File: config.mk
export PLATFORM = sky130hd
export DESIGN_NAME = ctrlsoc_uart
export DESIGN_NICKNAME = d
export VERILOG_FILES = /design/src/rtl/ctrlsoc_uart.sv
export SDC_FILE = /design/constraint.sdc
export NUM_CORES = 1
export LEC_CHECK = 0
export BUFFER_PORTS_ARGS = -buffer_cell sky130_fd_sc_hd__buf_2
export CAP_MARGIN = 20
export CORE_MARGIN = 4
export CORE_UTILIZATION = 61
export DETAILED_ROUTE_END_ITERATION = 6
export HOLD_SLACK_MARGIN = 0.03
export PLACE_DENSITY = 0.81
export SLEW_MARGIN = 20
export SYNTH_ARGS = -nofsm -noshare
export SYNTH_HDL_FRONTEND = slang
export SYNTH_SLANG_ARGS = --single-unit
File: constraint.sdc
create_clock -name clk -period 3.4 [get_ports clk]
set_input_delay 0.34 -clock clk [delete_from_list [all_inputs] [get_ports clk]]
set_output_delay 0.34 -clock clk [all_outputs]
set_load 0.01 [all_outputs]
File: src/rtl/ctrlsoc_uart.sv
// ctrlsoc_uart: memory-mapped UART on the PicoRV32 native (valid/ready) bus.
//
// Register window (word index = mem_addr):
//   0 DATA   read pops RX FIFO ([31] = empty, [7:0] = byte); write pushes TX FIFO
//   1 DIV    [15:0] clk cycles per bit, values below 4 stored as 4
//   2 STATUS [0] RX non-empty, [1] TX full, [2] TX idle, [3] RX overrun,
//            [4] framing error, [5] parity error, [8] parity enable, [9] odd parity
//   3        reads 0, writes ignored
//
// Ports:
//   clk, reset          single clock, synchronous active-high reset
//   rx / tx             serial input (asynchronous) / serial output
//   mem_valid/mem_ready request / single-cycle completion pulse
//   mem_addr            word index, mem_wstrb write strobes (0 = read)
//   mem_wdata/mem_rdata write / read data
//
// Optional feature: define CTRLSOC_UART_PARITY_EN to implement the parity bit,
// STATUS bits 5, 8 and 9. Without it every frame is 8N1.

module ctrlsoc_uart #(
    parameter int CLKDIV_RESET = 104,
    parameter int RX_DEPTH     = 4,
    parameter int TX_DEPTH     = 4
) (
    input  logic        clk,
    input  logic        reset,
    input  logic        rx,
    output logic        tx,
    input  logic        mem_valid,
    input  logic [1:0]  mem_addr,
    input  logic [3:0]  mem_wstrb,
    input  logic [31:0] mem_wdata,
    output logic [31:0] mem_rdata,
    output logic        mem_ready
);

    localparam int RX_AW = $clog2(RX_DEPTH);
    localparam int TX_AW = $clog2(TX_DEPTH);
    localparam logic [15:0]    DIV_RESET   = 16'(CLKDIV_RESET);
    localparam logic [RX_AW:0] RX_FULL_CNT = (RX_AW + 1)'(RX_DEPTH);
    localparam logic [TX_AW:0] TX_FULL_CNT = (TX_AW + 1)'(TX_DEPTH);

    typedef enum logic [1:0] {TX_IDLE, TX_LOAD, TX_SEND} tx_state_t;
    typedef enum logic [2:0] {RX_IDLE, RX_START, RX_DATA, RX_PARITY, RX_STOP} rx_state_t;

    logic [15:0] div;
    logic        par_en, par_odd;
    logic        err_overrun, err_frame, err_parity;

    logic        access, is_write, rd_data, wr_data, wr_div, clr_flags, stall;
    logic [31:0] rd_value, status_word;

    logic [7:0]       rx_mem [RX_DEPTH];
    logic [RX_AW-1:0] rx_wr_ptr, rx_rd_ptr;
    logic [RX_AW:0]   rx_count;
    logic             rx_empty, rx_full, rx_pop, rx_push, rx_push_req, rx_overrun_evt;

    logic [7:0]       tx_mem [TX_DEPTH];
    logic [TX_AW-1:0] tx_wr_ptr, tx_rd_ptr;
    logic [TX_AW:0]   tx_count;
    logic             tx_empty, tx_full, tx_pop, tx_push, tx_idle;

    tx_state_t   tx_state;
    logic [15:0] tx_div, tx_cnt;
    logic [10:0] tx_frame, tx_new_frame;
    logic [3:0]  tx_bits_left, tx_new_bits;
    logic [7:0]  tx_head;

    rx_state_t   rx_state;
    logic        rx_meta, rx_sync, rx_last;
    logic [15:0] rx_div, rx_cnt;
    logic [2:0]  rx_bit_idx;
    logic [7:0]  rx_shift;
    logic        rx_stop_event, rx_frame_err, rx_par_err;

    logic unused_wdata;
    assign unused_wdata = ^mem_wdata[31:16];

    // Bus decode. A request is taken only while mem_ready is low, so each
    // access has exactly one side effect. A DATA write into a full TX FIFO
    // is only taken on the edge where the TX engine frees an entry.
    assign access    = mem_valid && !mem_ready;
    assign is_write  = |mem_wstrb;
    assign rd_data   = access && !is_write && (mem_addr == 2'd0);
    assign wr_data   = access && is_write && (mem_addr == 2'd0) && mem_wstrb[0];
    assign wr_div    = access && is_write && (mem_addr == 2'd1);
    assign clr_flags = access && is_write && (mem_addr == 2'd2) && mem_wstrb[0];
    assign stall     = wr_data && tx_full && !tx_pop;
    assign tx_push   = wr_data && (!tx_full || tx_pop);
    assign rx_pop    = rd_data && !rx_empty;

    assign rx_empty = (rx_count == '0);
    assign rx_full  = (rx_count == RX_FULL_CNT);
    assign tx_empty = (tx_count == '0);
    assign tx_full  = (tx_count == TX_FULL_CNT);
    assign tx_idle  = tx_empty && (tx_state == TX_IDLE);
    assign tx_head  = tx_mem[tx_rd_ptr];

    assign status_word = {22'h0, par_odd, par_en, 2'b00, err_parity, err_frame,
                          err_overrun, tx_idle, tx_full, !rx_empty};

    // Read mux; writes complete with zero read data.
    always_comb begin
        rd_value = '0;
        if (!is_write) begin
            case (mem_addr)
                2'd0:    rd_value = rx_empty ? 32'h8000_0000 : {24'h0, rx_mem[rx_rd_ptr]};
                2'd1:    rd_value = {16'h0, div};
                2'd2:    rd_value = status_word;
                default: rd_value = '0;
            endcase
        end
    end

    // Registered bus response: ready and data appear the cycle after the take.
    always_ff @(posedge clk) begin
        if (reset) begin
            mem_ready <= 1'b0;
            mem_rdata <= '0;
        end else if (access && !stall) begin
            mem_ready <= 1'b1;
            mem_rdata <= rd_value;
        end else begin
            mem_ready <= 1'b0;
            mem_rdata <= '0;
        end
    end

    // Divider and sticky error flags; a new error in the clearing cycle wins.
    always_ff @(posedge clk) begin
        if (reset) begin
            div         <= DIV_RESET;
            err_overrun <= 1'b0;
            err_frame   <= 1'b0;
        end else begin
            if (wr_div)
                div <= (mem_wdata[15:0] < 16'd4) ? 16'd4 : mem_wdata[15:0];
            err_overrun <= (err_overrun & ~(clr_flags & mem_wdata[3])) | rx_overrun_evt;
            err_frame   <= (err_frame & ~(clr_flags & mem_wdata[4])) | rx_frame_err;
        end
    end

`ifdef CTRLSOC_UART_PARITY_EN
    // Parity configuration and parity-error flag.
    always_ff @(posedge clk) begin
        if (reset) begin
            par_en     <= 1'b0;
            par_odd    <= 1'b0;
            err_parity <= 1'b0;
        end else begin
            if (access && is_write && (mem_addr == 2'd2) && mem_wstrb[1])
                {par_odd, par_en} <= mem_wdata[9:8];
            err_parity <= (err_parity & ~(clr_flags & mem_wdata[5])) | rx_par_err;
        end
    end

    assign tx_new_frame = par_en ? {1'b1, ^tx_head ^ par_odd, tx_head, 1'b0}
                                 : {2'b11, tx_head, 1'b0};
    assign tx_new_bits  = par_en ? 4'd11 : 4'd10;
`else
    assign par_en       = 1'b0;
    assign par_odd      = 1'b0;
    assign err_parity   = 1'b0;
    assign tx_new_frame = {2'b11, tx_head, 1'b0};
    assign tx_new_bits  = 4'd10;
`endif

    // TX FIFO; a push may coincide with a pop even when full.
    always_ff @(posedge clk) begin
        if (reset) begin
            tx_wr_ptr <= '0;
            tx_rd_ptr <= '0;
            tx_count  <= '0;
        end else begin
            if (tx_push) begin
                tx_mem[tx_wr_ptr] <= mem_wdata[7:0];
                tx_wr_ptr         <= tx_wr_ptr + 1'b1;
            end
            if (tx_pop)
                tx_rd_ptr <= tx_rd_ptr + 1'b1;
            case ({tx_push, tx_pop})
                2'b10:   tx_count <= tx_count + 1'b1;
                2'b01:   tx_count <= tx_count - 1'b1;
                default: tx_count <= tx_count;
            endcase
        end
    end

    // The engine pops when idle or as its stop bit ends, then spends one
    // LOAD cycle before driving the start bit.
    assign tx_pop = !tx_empty && ((tx_state == TX_IDLE) ||
                    ((tx_state == TX_SEND) && (tx_cnt == '0) && (tx_bits_left == 4'd1)));

    // TX engine: the frame is shifted out LSB first, refilled with stop-level ones.
    always_ff @(posedge clk) begin
        if (reset) begin
            tx_state     <= TX_IDLE;
            tx           <= 1'b1;
            tx_div       <= DIV_RESET;
            tx_cnt       <= '0;
            tx_frame     <= '1;
            tx_bits_left <= '0;
        end else begin
            case (tx_state)
                TX_IDLE: begin
                    if (tx_pop) begin
                        tx_div       <= div;
                        tx_frame     <= tx_new_frame;
                        tx_bits_left <= tx_new_bits;
                        tx_state     <= TX_LOAD;
                    end
                end
                TX_LOAD: begin
                    tx       <= tx_frame[0];
                    tx_frame <= {1'b1, tx_frame[10:1]};
                    tx_cnt   <= tx_div - 16'd1;
                    tx_state <= TX_SEND;
                end
                TX_SEND: begin
                    if (tx_cnt != '0) begin
                        tx_cnt <= tx_cnt - 16'd1;
                    end else if (tx_bits_left == 4'd1) begin
                        if (tx_pop) begin
                            tx_div       <= div;
                            tx_frame     <= tx_new_frame;
                            tx_bits_left <= tx_new_bits;
                            tx_state     <= TX_LOAD;
                        end else begin
                            tx_state <= TX_IDLE;
                        end
                    end else begin
                        tx           <= tx_frame[0];
                        tx_frame     <= {1'b1, tx_frame[10:1]};
                        tx_cnt       <= tx_div - 16'd1;
                        tx_bits_left <= tx_bits_left - 4'd1;
                    end
                end
                default: tx_state <= TX_IDLE;
            endcase
        end
    end

    // Frame outcome is decided at the stop-bit sample point.
    assign rx_stop_event  = (rx_state == RX_STOP) && (rx_cnt == '0);
    assign rx_frame_err   = rx_stop_event && !rx_sync;
    assign rx_push_req    = rx_stop_event && rx_sync && !rx_par_err;
    assign rx_push        = rx_push_req && (!rx_full || rx_pop);
    assign rx_overrun_evt = rx_push_req && rx_full && !rx_pop;

`ifdef CTRLSOC_UART_PARITY_EN
    logic rx_par_en_l, rx_par_odd_l, rx_par_bit;
    assign rx_par_err = rx_stop_event && rx_sync && rx_par_en_l &&
                        (rx_par_bit != (^rx_shift ^ rx_par_odd_l));

    // RX parity settings are captured at the start edge.
    always_ff @(posedge clk) begin
        if (reset) begin
            rx_par_en_l  <= 1'b0;
            rx_par_odd_l <= 1'b0;
            rx_par_bit   <= 1'b0;
        end else begin
            if ((rx_state == RX_IDLE) && rx_last && !rx_sync) begin
                rx_par_en_l  <= par_en;
                rx_par_odd_l <= par_odd;
            end
            if ((rx_state == RX_PARITY) && (rx_cnt == '0))
                rx_par_bit <= rx_sync;
        end
    end
`else
    assign rx_par_err = 1'b0;
`endif

    // RX FIFO; a simultaneous push and pop leaves occupancy unchanged.
    always_ff @(posedge clk) begin
        if (reset) begin
            rx_wr_ptr <= '0;
            rx_rd_ptr <= '0;
            rx_count  <= '0;
        end else begin
            if (rx_push) begin
                rx_mem[rx_wr_ptr] <= rx_shift;
                rx_wr_ptr         <= rx_wr_ptr + 1'b1;
            end
            if (rx_pop)
                rx_rd_ptr <= rx_rd_ptr + 1'b1;
            case ({rx_push, rx_pop})
                2'b10:   rx_count <= rx_count + 1'b1;
                2'b01:   rx_count <= rx_count - 1'b1;
                default: rx_count <= rx_count;
            endcase
        end
    end

    // RX engine: synchronise, detect start edge, sample mid-bit. The
    // synchroniser resets high so reset release cannot fake a start edge.
    always_ff @(posedge clk) begin
        if (reset) begin
            rx_meta    <= 1'b1;
            rx_sync    <= 1'b1;
            rx_last    <= 1'b1;
            rx_state   <= RX_IDLE;
            rx_div     <= DIV_RESET;
            rx_cnt     <= '0;
            rx_bit_idx <= '0;
            rx_shift   <= '0;
        end else begin
            rx_meta <= rx;
            rx_sync <= rx_meta;
            rx_last <= rx_sync;
            case (rx_state)
                RX_IDLE: begin
                    if (rx_last && !rx_sync) begin
                        rx_div   <= div;
                        rx_cnt   <= {1'b0, div[15:1]} - 16'd1;
                        rx_state <= RX_START;
                    end
                end
                RX_START: begin
                    if (rx_cnt != '0) begin
                        rx_cnt <= rx_cnt - 16'd1;
                    end else if (rx_sync) begin
                        rx_state <= RX_IDLE;
                    end else begin
                        rx_cnt     <= rx_div - 16'd1;
                        rx_bit_idx <= '0;
                        rx_state   <= RX_DATA;
                    end
                end
                RX_DATA: begin
                    if (rx_cnt != '0) begin
                        rx_cnt <= rx_cnt - 16'd1;
                    end else begin
                        rx_shift   <= {rx_sync, rx_shift[7:1]};
                        rx_cnt     <= rx_div - 16'd1;
                        rx_bit_idx <= rx_bit_idx + 3'd1;
                        if (rx_bit_idx == 3'd7) begin
`ifdef CTRLSOC_UART_PARITY_EN
                            rx_state <= rx_par_en_l ? RX_PARITY : RX_STOP;
`else
                            rx_state <= RX_STOP;
`endif
                        end
                    end
                end
                RX_PARITY: begin
                    if (rx_cnt != '0) begin
                        rx_cnt <= rx_cnt - 16'd1;
                    end else begin
                        rx_cnt   <= rx_div - 16'd1;
                        rx_state <= RX_STOP;
                    end
                end
                RX_STOP: begin
                    if (rx_cnt != '0)
                        rx_cnt <= rx_cnt - 16'd1;
                    else
                        rx_state <= RX_IDLE;
                end
                default: rx_state <= RX_IDLE;
            endcase
        end
    end

endmodule

# [Word level (Yosys, flattened, before mapping)]
# Memory sizes are Yosys's and may differ from the RTL's. A register that Yosys moved wholly into a read port is not among the register bits.
# Cells that the tools add are included.
[word_totals] in_bits=42 out_inout_bits=34 wordCells=208 regBits=164 mem_count=2 mem_bits_rw=64
[memory_table] name="rx_mem" words=4 word_bits=8 read_ports=1 rd_ports_with_merged_regs=1 write_ports=1 line="53" text="logic [7:0] rx_mem [RX_DEPTH];"
[memory_table] name="tx_mem" words=4 word_bits=8 read_ports=1 rd_ports_with_merged_regs=1 write_ports=1 line="58" text="logic [7:0] tx_mem [TX_DEPTH];"
[op_classes] n_bitwise=10 add_sub_neg=15 n_mux=57 order_cmp=1 n_reduce_logical=68 n_eq_ne=30
[op_table] operator="$mux 16" count=11
[op_table] operator="$pmux 32 s3" count=1
[op_table] operator="$pmux 16 s2" count=2
[op_table] operator="$pmux 16 s4" count=1
[op_table] operator="$sub 16x1->16 const B" count=4
[op_table] operator="$mux 11" count=3
[op_table] operator="$pmux 11 s3" count=1
[op_table] operator="$logic_not 16->1" count=2
[op_table] operator="$mux 32" count=1
[op_table] operator="$reduce_bool 16->1" count=2
[op_table] operator="$mux 3" count=9
[op_table] operator="$logic_and 1x1->1" count=25
[op_table] operator="$ne 2x2->1 const B" count=10
[op_table] operator="$pmux 3 s2" count=3
[op_table] operator="$lt 16x3->1 const B" count=1
[op_table] operator="$mux 2" count=8
[op_table] operator="$sub 15x1->16 const B" count=1
[op_table] operator="$pmux 3 s5" count=1
[op_table] operator="$eq 3x3->1 const B" count=4
[op_table] operator="$mux 4" count=3
[op_table] operator="$logic_not 1->1" count=10
[op_table] operator="$mux 1" count=10
[op_table] operator="$reduce_and 2->1" count=5
[op_table] operator="$reduce_bool 2->1" count=5
[op_table] operator="other kinds (29)" count=58

# [Logic depth before layout (Yosys ltp)]
# Gate-level depths: netlist of run 1.
[depth] depth_word=11 mapped_depth=13

# [Worst setup path after synthesis of run 1]
# Ideal clock, no wire load.
[synth_timing] path_type="register -> register" startpoint="register tx_state[0]" endpoint="register tx_count[2]" period_less_slack_ns=2.829 path_slack_ns=0.571 setup_ns=0.070 stages_incl_launch_ff=13 t_arrival_ns=2.758 n_path_buf=1 required_time_ns=3.330 cell_sequence="dfxtp_1 inv_1 ha_1 clkbuf_1 nand4bb_1 nor3_2 o31ai_2 ha_1 inv_1 fa_1 xor2_1 or3_1 a21oi_1"
[synth_between] elab_chain_len=9
[synth_rtl] element="from (decl)" line="63" text="tx_state_t tx_state;"
[synth_rtl] element="from (signal assigned)" line="197" text="tx_state <= TX_IDLE;"
[synth_rtl] element="from (signal assigned)" line="210" text="tx_state <= TX_LOAD;"
[synth_rtl] element="from (signal assigned)" line="217" text="tx_state <= TX_SEND;"
[synth_rtl] element="$eq 2x2->1" line="192" text="((tx_state == TX_SEND) && (tx_cnt == '0) && (tx_bits_left == 4'd1)));"
[synth_rtl] element="$logic_and 1x1->1 (2 in a row)" line="192"
[synth_rtl] element="$logic_or 1x1->1 *" line="191" text="assign tx_pop = !tx_empty && ((tx_state == TX_IDLE) ||"
[synth_rtl] element="$logic_and 1x1->1 *" line="191"
[synth_rtl] element="$logic_or 1x1->1" line="89" text="assign tx_push = wr_data && (!tx_full || tx_pop);"
[synth_rtl] element="$logic_and 1x1->1" line="89"
[synth_rtl] element="$eq 2x1->1 / $eq 2x2->1 (equally long branches)" line="181" text="case ({tx_push, tx_pop})"
[synth_rtl] element="$pmux 3 s2 / $reduce_bool 2->1 (equally long branches)"
[synth_rtl] element="to (signal assigned)" line="182" text="2'b10: tx_count <= tx_count + 1'b1;"
[synth_rtl] element="to (signal assigned)" line="183" text="2'b01: tx_count <= tx_count - 1'b1;"
[synth_rtl] element="to (signal assigned)" line="184" text="default: tx_count <= tx_count;"
[synth_rtl] element="to (decl)" line="60" text="logic [TX_AW:0] tx_count;"
# Mark *: on every way between the ends. The rest lies on a longest branch, timed or not.
# A chain may end at the register's enable or synchronous reset.

# [Final worst setup path of run 1]
[layout_timing] startpoint="register tx_cnt[0]" endpoint="register tx_count[2]"
[layout_between] elab_chain_len=9
[layout_rtl] element="from (decl)" line="64" text="logic [15:0] tx_div, tx_cnt;"
[layout_rtl] element="from (signal assigned)" line="216" text="tx_cnt <= tx_div - 16'd1;"
[layout_rtl] element="from (signal assigned)" line="221" text="tx_cnt <= tx_cnt - 16'd1;"
[layout_rtl] element="from (signal assigned)" line="234" text="tx_cnt <= tx_div - 16'd1;"
[layout_rtl] element="$logic_not 16->1 *" line="192"
[layout_rtl] element="$logic_and 1x1->1 * (2 in a row)" line="192"
[layout_rtl] element="$logic_or 1x1->1 *" line="191"
[layout_rtl] element="$logic_and 1x1->1 *" line="191"
[layout_rtl] element="$logic_or 1x1->1" line="89"
[layout_rtl] element="$logic_and 1x1->1" line="89"
[layout_rtl] element="$eq 2x1->1 / $eq 2x2->1 (equally long branches)" line="181"
[layout_rtl] element="$pmux 3 s2 / $reduce_bool 2->1 (equally long branches)"
# Marked as above.

==> results of run 1 <==
## report_power, final
part | internal [uW] | switching (uW)
combinational | 847 | 1340
clock | 1540 | 994
sequential | 2850 | 236
total | 5240 | 2570
## final cells by class
class | count | area share
multi-input combinational | 766 | 0.435
sequential | 217 | 0.427
clock buffer | 34 | 0.0581
timing repair buffer | 62 | 0.0308
tap | 220 | 0.0236
inverter | 53 | 0.0170
clock inverter | 10 | 0.00899
## timing repair
item,in CTS,in global routing
buffers inserted,0,0
resized for setup,0,0
hold buffers,1,0
endpoints found under the hold margin,1,0
## worst paths after layout
path	from	slack (ns)	end	cells past startpoint
max	tx_cnt[0]	0.30	tx_count[2]	11
min	mem_wdata[13]	0.09	div[13]	3
max reg2reg	tx_cnt[0]	0.30	tx_count[2]	11
min reg2reg	rx_meta	0.41	rx_sync	1
## registers in the layout, summed over array words and instances (netlist names), 3 cells and up, named ones only
name / cells
rx_mem: 32
tx_mem: 32
mem_rdata: 17
div: 16
rx_cnt: 16
rx_div: 16
tx_cnt: 16
tx_div: 16
tx_frame: 11
rx_shift: 8
tx_bits_left: 4
rx_bit_idx: 3
rx_count: 3
rx_state: 3
tx_count: 3
## cells in the mapped netlist, types with 16 or more instances
| cell | number | area share |
|---|---|---|
| o21ai_0 | 43 | 0.020 |
| edfxtp_1 | 64 | 0.18 |
| nand3_1 | 28 | 0.013 |
| inv_1 | 53 | 0.019 |
| nor3_1 | 39 | 0.018 |
| mux2i_1 | 42 | 0.040 |
| nor2_1 | 129 | 0.046 |
| ha_1 | 24 | 0.028 |
| xnor2_1 | 27 | 0.022 |
| dfxtp_1 | 153 | 0.29 |
| nand2_1 | 85 | 0.030 |
| clkbuf_1 | 50 | 0.018 |
| nor4_1 | 21 | 0.012 |
| a21oi_1 | 67 | 0.032 |
| buf_4 | 16 | 0.011 |
| mux4_2 | 16 | 0.034 |
| xor2_1 | 30 | 0.025 |
## layout by cell type (no fill, tap or decap), types with 10 or more instances in the layout
| cell | synthesis | routed |
|---|---|---|
| o22ai_1 | 12 | 12 |
| nor4_1 | 21 | 21 |
| conb_1 | 1 | 15 |
| or3_1 | 10 | 10 |
| o21ai_0 | 43 | 43 |
| buf_4 | 16 | 18 |
| inv_1 | 53 | 53 |
| mux4_2 | 16 | 16 |
| nor3_1 | 39 | 39 |
| nand3_1 | 28 | 28 |
| dfxtp_1 | 153 | 153 |
| nand2_1 | 85 | 85 |
| buf_2 | 9 | 43 |
| mux2i_1 | 42 | 42 |
| and2_1 | 10 | 10 |
| xnor2_1 | 27 | 27 |
| ha_1 | 24 | 24 |
| nor2_1 | 129 | 129 |
| edfxtp_1 | 64 | 64 |
| clkbuf_16 | 0 | 25 |
| xor2_1 | 30 | 30 |
| a21oi_1 | 67 | 67 |
| a211oi_1 | 10 | 10 |
## metrics by stage
| stage | instance area, um^2 | util | hold slack (ns) | total power [uW] |
|---|---|---|---|---|
| global route | 11700 | 0.695 | 0.0887 | 8240 |
| finish | 11700 | 0.695 | 0.0904 | 7810 |
| CTS | 11700 | 0.695 | 0.0737 | 7840 |
| global placement | 10900 | 0.648 | 0.393 | 5220 |
| floorplan | 10600 | - | 0.389 | 4850 |
| detailed placement | 10900 | 0.648 | 0.394 | 5280 |
## routing by layer
metal	track usage	vias to the layer above
met4	0.0566	0
met2	0.414	216
li1	-	3970
met1	0.319	3862
met3	0.0305	41
met5	0	-
## cell families after synthesis
group | synth area share
AND/OR/NAND/NOR | 0.196
flip-flops | 0.471
AO/OA/AOI/OAI | 0.124
buffers and inverters | 0.0551
multiplexers | 0.0748
XOR/XNOR | 0.0471
adder cells (fa/ha/maj) | 0.0321
other | 0.000354
## worst reg2reg max path: stages (launching register included)
cell and delay, ns:
dfxtp_1 0.40, inv_1 0.10, ha_1 0.22, nand3b_1 0.21, nor3_2 0.12, o31ai_2 0.61
ha_1 0.32, inv_1 0.07, fa_1 0.37, xor2_1 0.16, or3_1 0.31, a21oi_1 0.13
==> out/metrics.cfg, run 1 <==
[power]
powerDensity_mw_per_mm2 = 668
p_leak_uw = 0.00432
vdd_drop_max_uv = 487

[finish]
final_layout_size_suffix_gt1_frac = 0.124
nets = 1192
stdcell_count = 1362
area_delta_synth_final_pct = 10.4
fillers = 1295
multi_input_area_mm2 = 0.00508
n_antenna_cell = 0
seqCellArea_mm2 = 0.00498

[logic_synthesis]
syn_inst = 1099
synth_ff_type = dfxtp_1
ys_seq_area_frac = 0.471
syn_area_mm2 = 0.0106
synth-seq-cells = 217
synth_edf_count = 64
async_flop_share = 0
avgSynthCellArea_um2 = 9.64
synth_cell_type_count = 73
yosys_warnings = 0

[route]
ant_nets = 0
highest_layer = met4
met2WireLength_mm = 11.9
drt_iter0_markers = 563
via_per_inst = 5.94
drtPass1Iterations = 5
drt-total-wl_mm = 23.5
wl_per_cell_um = 17.3
dr_total_vias = 8089
met3WireLength_mm = 1.12
wl_met1_mm = 10.0
drc = 0

[worst_setup_path]
worstPathArrival_ns = 3.53
crit_buf_inv = 2
critPathSlowestCell = o31ai_2
setup.worst_path.start_class = register
path_cells = inv_1 > ha_1 > nand3b_1 > nor3_2 > o31ai_2 > ha_1 > inv_1 > fa_1 > xor2_1 > or3_1 > a21oi_1
required_ns = 3.83
crit_type = register to register
worstPathMaxFanout = 7
cp-end-kind = register
slowest_delay_ns = 0.61
critical-path-top-delay-family = adder cells

[global_routing]
first_global_vias = 7798
grt_max_degree = 66
antenna_found_initial = 0
track_usage = 0.238
grt_overflow = 0
grt_pass1_wl_mm = 39.1

[placed_design]
dp_hpwl_mm = 16.1
routabilityCongestion = 0.898
post-place-ws_ns = 0.383
numPortBuffers = 44
placedCellCount = 1317

[floorplan]
rows = 47
die-area_mm2 = 0.0195
core_mm2 = 0.0168
die_h_um = 140
start_util = 0.630
io_pins = 76
fp.dieW_um = 140

[sta]
rsz0062_at_grt = false
fin_worst_skew_ns = 0.00838
layout_setup_ws_ns = 0.304
fin_crit_ns = 3.10
fin_crit_sh = 0.911
tightest_slew_ns = 0.995
drv_slew = 0
finalSetupViolCount = 0
setup_tns_ns = 0
hold_viol = 0
relSlewSlack = 0.337
max_freq_mhz = 323

[clock_network]
clk_path_buf_depth = 3
numClockSinks = 217
cts_buffers = 24
tritoncts = built
clock_latency_ns = 0.51
clkTransAtPathRegs_ns = 0.06
clockRootBuffer = clkbuf_16
htree_levels = 1

[run]
drv_cap = 0

[worst_hold_path]
hp-class = input port to register

[run_status]
status = finished, final reports clean

Power figures use the tool's default switching activity.
==> inputs of run 2 (changes only) <==
- CORE_UTILIZATION: 61 -> 63
- CTS_BUF_LIST: unset -> sky130_fd_sc_hd__clkbuf_2
- PLACE_DENSITY: 0.81 -> 0.83
==> out/metrics.cfg, run 2 (synthesis gave the netlist of run 1 again) <==
[run_status]
status = finished, final reports clean

[clock_network]
tritoncts = built
clockRootBuffer = clkbuf_2
clk_path_buf_depth = 3
clkTransAtPathRegs_ns = 0.10
cts_setup_buffers = 0
clock_latency_ns = 0.85
numClockSinks = 217
htree_levels = 2
cts_buffers = 53

[worst_setup_path]
r2r_setup_slack_ns = 0.27
required_ns = 4.11
cp-end-kind = register
setup.worst_path.start_class = register
worstPathMaxFanout = 10
worstPathArrival_ns = 3.85
crit_type = register to register

[power]
powerDensity_mw_per_mm2 = 599
vdd_drop_max_uv = 300
p_leak_uw = 0.00441

[floorplan]
start_util = 0.641
die_h_um = 138
core_mm2 = 0.0165
io_pins = 76
fp.dieW_um = 138
rows = 47
die-area_mm2 = 0.0189

[sta]
hold_viol = 0
drv_slew = 0
fin_worst_skew_ns = 0.0723
fin_crit_sh = 0.921
max_freq_mhz = 319
fin_crit_ns = 3.13
relSlewSlack = 0.308
rsz0062_at_grt = false
tightest_slew_ns = 1.04
finalSetupViolCount = 0
fin_hold_ws_ns = 0.224
setup_tns_ns = 0

[route]
drc = 0
drtPass1Iterations = 5
drt-total-wl_mm = 24.4
drt_iter0_markers = 591
ant_nets = 0
dr_total_vias = 8495
wl_per_cell_um = 17.0
via_per_inst = 5.91

[worst_hold_path]
hp-class = input port to register

[finish]
final_layout_size_suffix_gt1_frac = 0.153
area_delta_synth_final_pct = 9.97
top_regs = rx_mem x32, tx_mem x32, mem_rdata x17
n_antenna_cell = 0
layout_common_cells = dfxtp_1, nor2_1, nand2_1, clkbuf_2, a21oi_1
nets = 1248
fin_util = 0.705
final_common_cell = dfxtp_1

[global_routing]
grt_pass1_wl_mm = 39.8
antenna_found_initial = 0
track_usage = 0.263
grt_max_degree = 57
grt_overflow = 0
first_global_vias = 8041

[placed_design]
routabilityCongestion = 0.870
dp_hpwl_mm = 16.2
numPortBuffers = 44

[run]
drv_cap = 0

-- run 2: metrics by stage --
step                      area, um^2  std cells  setup WS, ns  total power, uW
after floorplan                10600       1113         0.571             4850
after global placement         10900       1318         0.393             5220
after detailed placement       10900       1318         0.315             5280
after CTS                      11600       1437         0.263             6990
after global routing           11600       1437        0.0322             7480
final                          11600       1437         0.267             6980
-- run 2: repair_timing --
item                      in CTS  in global routing
hold buffers                  27                  0
hold endpoints to repair      82                  0
resized for setup              0                  0
-- run 2: worst paths after layout --
kind,from,endpoint,cells past startpoint
max,tx_state[0],tx_count[2],12
min,mem_wstrb[2],mem_rdata[2],5
max reg2reg,tx_state[0],tx_count[2],12
min reg2reg,rx_meta,rx_sync,1
-- run 2: layout make-up --
cell class | instances | area (um^2)
Clock inverter | 18 | 105
Inverter | 53 | 199
Clock buffer | 74 | 370
Multi-Input combinational cell | 766 | 5080
Fill cell | 1221 | 4880
Timing Repair Buffer | 89 | 628
Sequential cell | 217 | 4980
Tap cell | 220 | 275
-- run 2: where the power goes --
| group | internal [uW] | switching, uW | total, uW | leakage (uW) |
|---|---|---|---|---|
| sequential | 2850 | 235 | 3080 | 0.00183 |
| combinational | 862 | 1340 | 2200 | 0.00223 |
| clock | 666 | 1040 | 1700 | 0.000354 |
-- run 2: worst max-delay path, cell delays in order, from the launching register on --
cell and delay, ns:
dfxtp_1 0.35, inv_1 0.09, ha_1 0.35, nand4bb_1 0.26, nor3_2 0.46, o21ai_1 0.23, inv_1 0.10, ha_1 0.18
inv_1 0.06, fa_1 0.37, xor2_1 0.16, or3_1 0.32, a21oi_1 0.14
-- run 2: routing by layer --
metal,part of all wire,global-route usage,vias to the layer above
met5,0,0,-
met4,0.030,0.109,0
met3,0.061,0.0424,68
met2,0.48,0.422,323
met1,0.43,0.355,3989
li1,-,-,4115
